--- config.mk ---
export PLATFORM = sky130hd
export DESIGN_NAME = wave_display_flat
export DESIGN_NICKNAME = d
export VERILOG_FILES = /design/src/rtl/wave_display_pkg.sv /design/src/rtl/wave_display_if.sv /design/src/rtl/wave_display_dff.sv /design/src/rtl/wave_display_pixel_compare.sv /design/src/rtl/wave_display.sv /design/src/flat_wrapper.sv
export SDC_FILE = /design/constraint.sdc
export NUM_CORES = 1
export LEC_CHECK = 0
export BUFFER_PORTS_ARGS = -buffer_cell sky130_fd_sc_hd__buf_2
export CAP_MARGIN = 10
export CORE_AREA = 2 2 88 90
export CTS_CLUSTER_DIAMETER = 80
export CTS_CLUSTER_SIZE = 8
export DETAILED_ROUTE_END_ITERATION = 7
export DIE_AREA = 0 0 90 92
export PLACE_DENSITY = 0.66
export SLEW_MARGIN = 20
export SYNTH_ARGS = -nofsm -noshare
export SYNTH_HDL_FRONTEND = slang
export SYNTH_SLANG_ARGS = --single-unit
export TNS_END_PERCENT = 20
--- constraint.sdc ---
create_clock -name clk -period 4.56 [get_ports clk]
set_input_delay 0.456 -clock clk [delete_from_list [all_inputs] [get_ports clk]]
set_output_delay 0.456 -clock clk [all_outputs]
set_load 0.005 [all_outputs]
--- src/rtl/wave_display_pkg.sv ---
// Shared definitions for the waveform display path: FSM encoding, window
// geometry and the sample-to-screen-row mapping.
package wave_display_pkg;

    localparam int WIN_W           = 512;
    localparam int WIN_H           = 256;
    localparam int SAMPLES_PER_BUF = 256;

    localparam logic [0:0] STATE_IDLE = 1'b0;
    localparam logic [0:0] STATE_SCAN = 1'b1;

    typedef struct packed {
        logic [7:0] row;
        logic [8:0] col;
        logic       in_win;
    } stage1_t;

    // Offset-binary sample to screen row; larger samples sit higher on screen.
    function automatic logic [7:0] plot_row(input logic [7:0] sample);
        return 8'd255 - sample;
    endfunction

endpackage

--- src/rtl/wave_display_if.sv ---
// Read-side bus between the display and the capture stage's sample RAM.
interface wave_display_if;
    logic [8:0] read_address;
    logic [7:0] read_value;
    logic       read_index;
    logic       wave_display_idle;

    modport master (
        output read_address,
        output wave_display_idle,
        input  read_value,
        input  read_index
    );

    modport slave (
        input  read_address,
        input  wave_display_idle,
        output read_value,
        output read_index
    );
endinterface

--- src/rtl/wave_display_dff.sv ---
// Plain flop primitives with synchronous active-high reset to zero, with and
// without a load enable.
module dffr #(
    parameter int WIDTH = 1
) (
    input  logic             clk,
    input  logic             reset,
    input  logic [WIDTH-1:0] d,
    output logic [WIDTH-1:0] q
);
    always_ff @(posedge clk) begin
        if (reset) q <= '0;
        else       q <= d;
    end
endmodule

module dffre #(
    parameter int WIDTH = 1
) (
    input  logic             clk,
    input  logic             reset,
    input  logic             en,
    input  logic [WIDTH-1:0] d,
    output logic [WIDTH-1:0] q
);
    always_ff @(posedge clk) begin
        if (reset)   q <= '0;
        else if (en) q <= d;
    end
endmodule

--- src/rtl/wave_display_pixel_compare.sv ---
// Decides whether a window row lies on the vertical segment joining the
// previous and current samples (inclusive at both ends).
module wave_pixel_compare
    import wave_display_pkg::*;
(
    input  logic [7:0] prev,
    input  logic [7:0] cur,
    input  logic [7:0] row,
    output logic       lit
);
    logic [7:0] pr;
    logic [7:0] cr;
    logic [7:0] lo;
    logic [7:0] hi;

    always_comb begin
        pr  = plot_row(prev);
        cr  = plot_row(cur);
        lo  = (pr < cr) ? pr : cr;
        hi  = (pr < cr) ? cr : pr;
        lit = (row >= lo) && (row <= hi);
    end
endmodule

--- src/rtl/wave_display.sv ---
// Rasterises the idle half of the capture RAM as a line trace inside a
// 512x256 window of the VGA stream; two cycles from x/y to r/g/b.
module wave_display
    import wave_display_pkg::*;
#(
    parameter int          X_START   = 256,
    parameter int          Y_START   = 0,
    parameter logic [23:0] TRACE_RGB = 24'hFFFFFF
) (
    input  logic           clk,
    input  logic           reset,
    input  logic [10:0]    x,
    input  logic [9:0]     y,
    input  logic           valid,
    wave_display_if.master ram,
    output logic           valid_pixel,
    output logic [7:0]     r,
    output logic [7:0]     g,
    output logic [7:0]     b
);
    localparam logic [11:0] X_LO  = 12'(X_START);
    localparam logic [11:0] X_HI  = 12'(X_START + WIN_W);
    localparam logic [10:0] Y_LO  = 11'(Y_START);
    localparam logic [10:0] Y_HI  = 11'(Y_START + WIN_H);
    localparam logic [8:0]  X_OFF = 9'(X_START);
    localparam logic [7:0]  Y_OFF = 8'(Y_START);

    logic       in_win;
    logic       scan_done;
    logic [8:0] col;
    logic [7:0] row;

    always_comb begin
        in_win    = valid
                  && ({1'b0, x} >= X_LO) && ({1'b0, x} < X_HI)
                  && ({1'b0, y} >= Y_LO) && ({1'b0, y} < Y_HI);
        scan_done = valid && ({1'b0, y} >= Y_HI);
        col       = x[8:0] - X_OFF;
        row       = y[7:0] - Y_OFF;
    end

    // Frame FSM
    logic [0:0] state_reg;
    logic [0:0] state_next;

    always_comb begin
        state_next = state_reg;
        case (state_reg)
            STATE_IDLE: if (in_win)    state_next = STATE_SCAN;
            STATE_SCAN: if (scan_done) state_next = STATE_IDLE;
            default:                   state_next = STATE_IDLE;
        endcase
    end

    dffr #(.WIDTH(1)) u_state (
        .clk   (clk),
        .reset (reset),
        .d     (state_next),
        .q     (state_reg)
    );

    // Buffer half is frozen for the whole frame so a swap cannot tear the trace.
    logic buf_sel_reg;

    dffre #(.WIDTH(1)) u_buf_sel (
        .clk   (clk),
        .reset (reset),
        .en    (state_reg == STATE_IDLE),
        .d     (~ram.read_index),
        .q     (buf_sel_reg)
    );

    assign ram.read_address      = {buf_sel_reg, col[8:1]};
    assign ram.wave_display_idle = (state_reg == STATE_IDLE) && !in_win;

    // Stage 1: coordinates line up with the RAM data returned this cycle.
    stage1_t s1_next;
    stage1_t s1_reg;

    always_comb begin
        s1_next.row    = row;
        s1_next.col    = col;
        s1_next.in_win = in_win;
    end

    dffr #(.WIDTH($bits(stage1_t))) u_stage1 (
        .clk   (clk),
        .reset (reset),
        .d     (s1_next),
        .q     (s1_reg)
    );

    logic [7:0] cur;
    logic [7:0] idx_d1;
    logic [7:0] cur_last_reg;
    logic [7:0] idx_last_reg;
    logic [7:0] prev_reg;
    logic [7:0] prev_next;

    assign cur    = ram.read_value;
    assign idx_d1 = s1_reg.col[8:1];

    // On entering a new sample the last one seen becomes prev; at column 0
    // prev collapses onto cur so no segment joins the end of the previous row.
    always_comb begin
        prev_next = prev_reg;
        if (s1_reg.col == 9'd0)
            prev_next = cur;
        else if (idx_d1 != idx_last_reg)
            prev_next = cur_last_reg;
    end

    dffre #(.WIDTH(24)) u_prev (
        .clk   (clk),
        .reset (reset),
        .en    (s1_reg.in_win),
        .d     ({prev_next, cur, idx_d1}),
        .q     ({prev_reg, cur_last_reg, idx_last_reg})
    );

    logic cmp_lit;
    logic lit;

    wave_pixel_compare u_compare (
        .prev (prev_next),
        .cur  (cur),
        .row  (s1_reg.row),
        .lit  (cmp_lit)
    );

    assign lit = s1_reg.in_win && cmp_lit;

    // Stage 2: output registers, channel order {r, g, b}.
    logic [7:0] chan_reg [3];

    dffr #(.WIDTH(1)) u_valid_pixel (
        .clk   (clk),
        .reset (reset),
        .d     (s1_reg.in_win),
        .q     (valid_pixel)
    );

    genvar gi;
    generate
        for (gi = 0; gi < 3; gi++) begin : g_chan
            dffr #(.WIDTH(8)) u_chan (
                .clk   (clk),
                .reset (reset),
                .d     (lit ? TRACE_RGB[23 - 8*gi -: 8] : 8'h00),
                .q     (chan_reg[gi])
            );
        end
    endgenerate

    assign r = chan_reg[0];
    assign g = chan_reg[1];
    assign b = chan_reg[2];

endmodule

--- src/flat_wrapper.sv ---
// flat-port wrapper written by rule: the top's interface ports become plain ports
module wave_display_flat import wave_display_pkg::*;
#(
    parameter int          X_START   = 256,
    parameter int          Y_START   = 0,
    parameter logic [23:0] TRACE_RGB = 24'hFFFFFF
)
  (clk, reset, x, y, valid, valid_pixel, r, g, b, ram_read_address, ram_wave_display_idle, ram_read_value, ram_read_index);
  wave_display_if ram_i ();
  input  logic clk;
  input  logic reset;
  input  logic [10:0] x;
  input  logic [9:0] y;
  input  logic valid;
  output logic valid_pixel;
  output logic [7:0] r;
  output logic [7:0] g;
  output logic [7:0] b;
  output wire logic [$bits(ram_i.read_address)-1:0] ram_read_address;
  output wire logic [$bits(ram_i.wave_display_idle)-1:0] ram_wave_display_idle;
  input wire logic [$bits(ram_i.read_value)-1:0] ram_read_value;
  input wire logic [$bits(ram_i.read_index)-1:0] ram_read_index;
  assign ram_read_address = ram_i.read_address;
  assign ram_wave_display_idle = ram_i.wave_display_idle;
  assign ram_i.read_value = ram_read_value;
  assign ram_i.read_index = ram_read_index;
  wave_display #(.X_START(X_START), .Y_START(Y_START), .TRACE_RGB(TRACE_RGB)) u_core (.clk(clk), .reset(reset), .x(x), .y(y), .valid(valid), .ram(ram_i), .valid_pixel(valid_pixel), .r(r), .g(g), .b(b));
endmodule
==> run summary <==
Post-Synth Adder-Cell Area: 9.75%
Worst path required time: 4.80 ns
Worst-path clk slew: 0.10 ns
Number of clock sinks: 46
Mapped Cells: 288
Vias/cell: 4.73
Final Setup Violations: 0
Worst skew pair latency: 0.31 ns
Crit path capture type: register
Global placer's final weighted congestion: 0.778
I/O Buffers: 67
Cell Pwr Density: 260 nW/um^2
Die height: 92 um
Post-DP HPWL: 4050 um
P&R area growth vs syn: 16.2%
Worst Skew: 0.0131 ns
CTS Buf Count: 5
Placed cell area: 3070 um^2
XOR/XNOR Fraction of Synth Area: 3.86%
Post-Synth Simple-Gate Area: 15.2%
Seq/Total Area, Yosys: 32.6%
Compound-Gate Fraction of Synth Area: 8.20%
Initial Util: 37.9%
Period utilisation layout: 94.6%
Largest net degree at the start of global routing: 46
Layout cells sized above 1: 38.3%
Antenna violations before repair: 0
Post-synth net total: 343
CTS tree: done
Drt drc: 0
Die X: 90 um
H-Tree Depth: 2
DRT Pass-1 Iters: 5
Routed vias: 2077
MaxCap Viol Count: 0
Slowest CP cell: or4_1
FP Rows: 32
Setup CP Type: register to register
Most frequent cells in the layout: buf_2 (67), dfxtp_1 (40), mux2i_1 (32)
Top delay family on crit path: compound AO/OA/AOI/OAI gates
WL per Instance: 12.4 um
Iter 0 DRT Violations: 46
Tot GR Track Use: 12.5%
WP buf/inv: 4
Largest family of logic cells by synthesized area: multiplexers
Layout net count: 391
Crit path cell chain: xnor2_2, nand4_4, nor2_4, mux2i_1, o21ai_1, inv_1, ha_1, nor2_2, nand2_1, or4_1, o2111ai_1, o221ai_2, a221oi_4, buf_6, buf_4, buf_4, mux2_1, ha_1, a21oi_1, o21ai_0, o21a_1, a211oi_2
Register bit total from synthesis: 46
Post-Route Hold Slack: 0.332 ns
Fin. Hold Viols: 0
Crit path DAT: 4.55 ns
Clock buffer depth: 2
Commonest non-fill, non-tap cell in the layout: buf_2
Diode count: 0
I/O pin cnt: 68
Ys Warns: 0
Worst Tran Pin Value: 0.795 ns
DRT Wirelength: 5460 um
Grt ovf: 0
Status: finished clean
Fin crit period: 4.31 ns
Max Freq: 232 MHz
Max stage delay on crit path: 0.40 ns
Max FO, Critical Path: 5
Leakage: 1.44 nW
Root Buffer: clkbuf_8
CP Launch Type: register
Slew headroom: 47.0%
Finished Cell Area: 3280 um^2
Unique masters post-synth: 39
Syn Area/Cell: 9.80 um^2
Vias in the first global route: 1906
Slew Limit Fails: 0
Synth Cell Area: 2820 um^2
Mux cell area share after synthesis: 19.0%
Worst min-delay path class: primary input to register
Core box area: 7450 um^2
Final Total Pwr: 0.851 mW
Worst VDD drop: 0.136 mV
Antenna-violating nets left: 0
Global-route wire length before repair: 8400 um
Die ar.: 8280 um^2
Non-filler cells, final: 439
Placed Instances: 425
==> repair_timing <==
| action | CTS | global route |
|---|---|---|
| endpoints found under the setup margin | 0 | 1 |
| buffers inserted | 0 | 6 |
| gates resized for setup | 0 | 20 |
| hold buffers | 0 | 0 |
==> metrics by stage <==
stage	util (%)	TNS (ns)	worst slack [ns]
after detailed placement	41.2	0	0.164
final	44.0	0	0.246
after global routing	44.0	-0.0490	-0.0490
after floorplan	-	0	0.176
after global placement	41.2	0	0.327
after CTS	42.5	0	0.120
==> synthesized netlist by cell type (all sizes together) <==
library cell / number / area share (%)
a21o: 6 / 1.6
o2111ai: 2 / 0.62
inv: 9 / 1.2
o21ai: 11 / 2.0
nand4: 4 / 1.6
nor4b: 1 / 0.31
a211oi: 1 / 0.27
mux2i: 33 / 12
a2111o: 1 / 0.40
o21a: 2 / 0.53
clkbuf: 9 / 1.2
ha: 22 / 9.8
or4: 1 / 0.27
nor4: 1 / 0.22
xnor2: 8 / 3.5
nor3: 2 / 0.35
and3: 1 / 0.22
buf: 32 / 9.0
a21oi: 6 / 1.1
dfxtp: 46 / 33
o221ai: 2 / 0.84
xor2: 1 / 0.31
nor2: 32 / 4.5
mux2: 16 / 7.3
nand2b: 4 / 0.89
nand2: 9 / 1.2
nand3: 2 / 0.35
nor2b: 21 / 4.7
and4: 1 / 0.31
a221oi: 1 / 0.93
nor3b: 1 / 0.27
==> worst paths after layout <==
path | from | endpoint | slack, ns | cells past startpoint
setup / recovery | u_core.u_stage1.q[4]$_SDFF_PP0_ | u_core.g_chan[0].u_chan.q[6]$_SDFF_PP0_ | 0.25 | 22
hold / removal | x[8] | u_core.u_stage1.q[9]$_SDFF_PP0_ | 0.33 | 2
setup reg to reg | u_core.u_stage1.q[4]$_SDFF_PP0_ | u_core.g_chan[0].u_chan.q[6]$_SDFF_PP0_ | 0.25 | 22
hold reg to reg | u_core.u_buf_sel.q$_SDFFE_PP0N_ | u_core.u_buf_sel.q$_SDFFE_PP0N_ | 0.50 | 2
==> final cells by class <==
class                   count  area [um^2]
clock buffers               5         68.8
clock inverters             3         26.3
fillers                   728         4170
inverters                   9         33.8
multi-input cells         192         1640
flip-flops and latches     46          928
well taps                 102          128
repair buffers             82          455
==> metal layers <==
metal | GRT usage (%) | up-vias | wire [um]
met5 | 0 | - | 0
met4 | 4.23 | 0 | 63
met3 | 3.12 | 8 | 253
met2 | 21.9 | 51 | 2660
met1 | 14.9 | 963 | 2480
li1 | - | 1055 | -
==> cell families after synthesis <==
kind of cell	after synthesis
simple gates	80
buf+inv	50
mux	49
flops	46
compound gates	32
fa+ha+maj	22
xor+xnor	9
==> sequential cells by signal (all words and copies together) (netlist names) <==
name,count
u_core.u_buf_sel.q,1
u_core.u_valid_pixel.q,1
u_core.u_prev.q,24
u_core.g_chan.u_chan.q,1
u_core.u_state.q,1
u_core.u_stage1.q,18
==> power by group <==
part | total (mW) | internal [mW] | switching, mW
Clock | 0.268 | 0.114 | 0.154
Sequential | 0.421 | 0.412 | 0.00918
Combinational | 0.163 | 0.0866 | 0.0762
(Power assumes the default switching activity.)
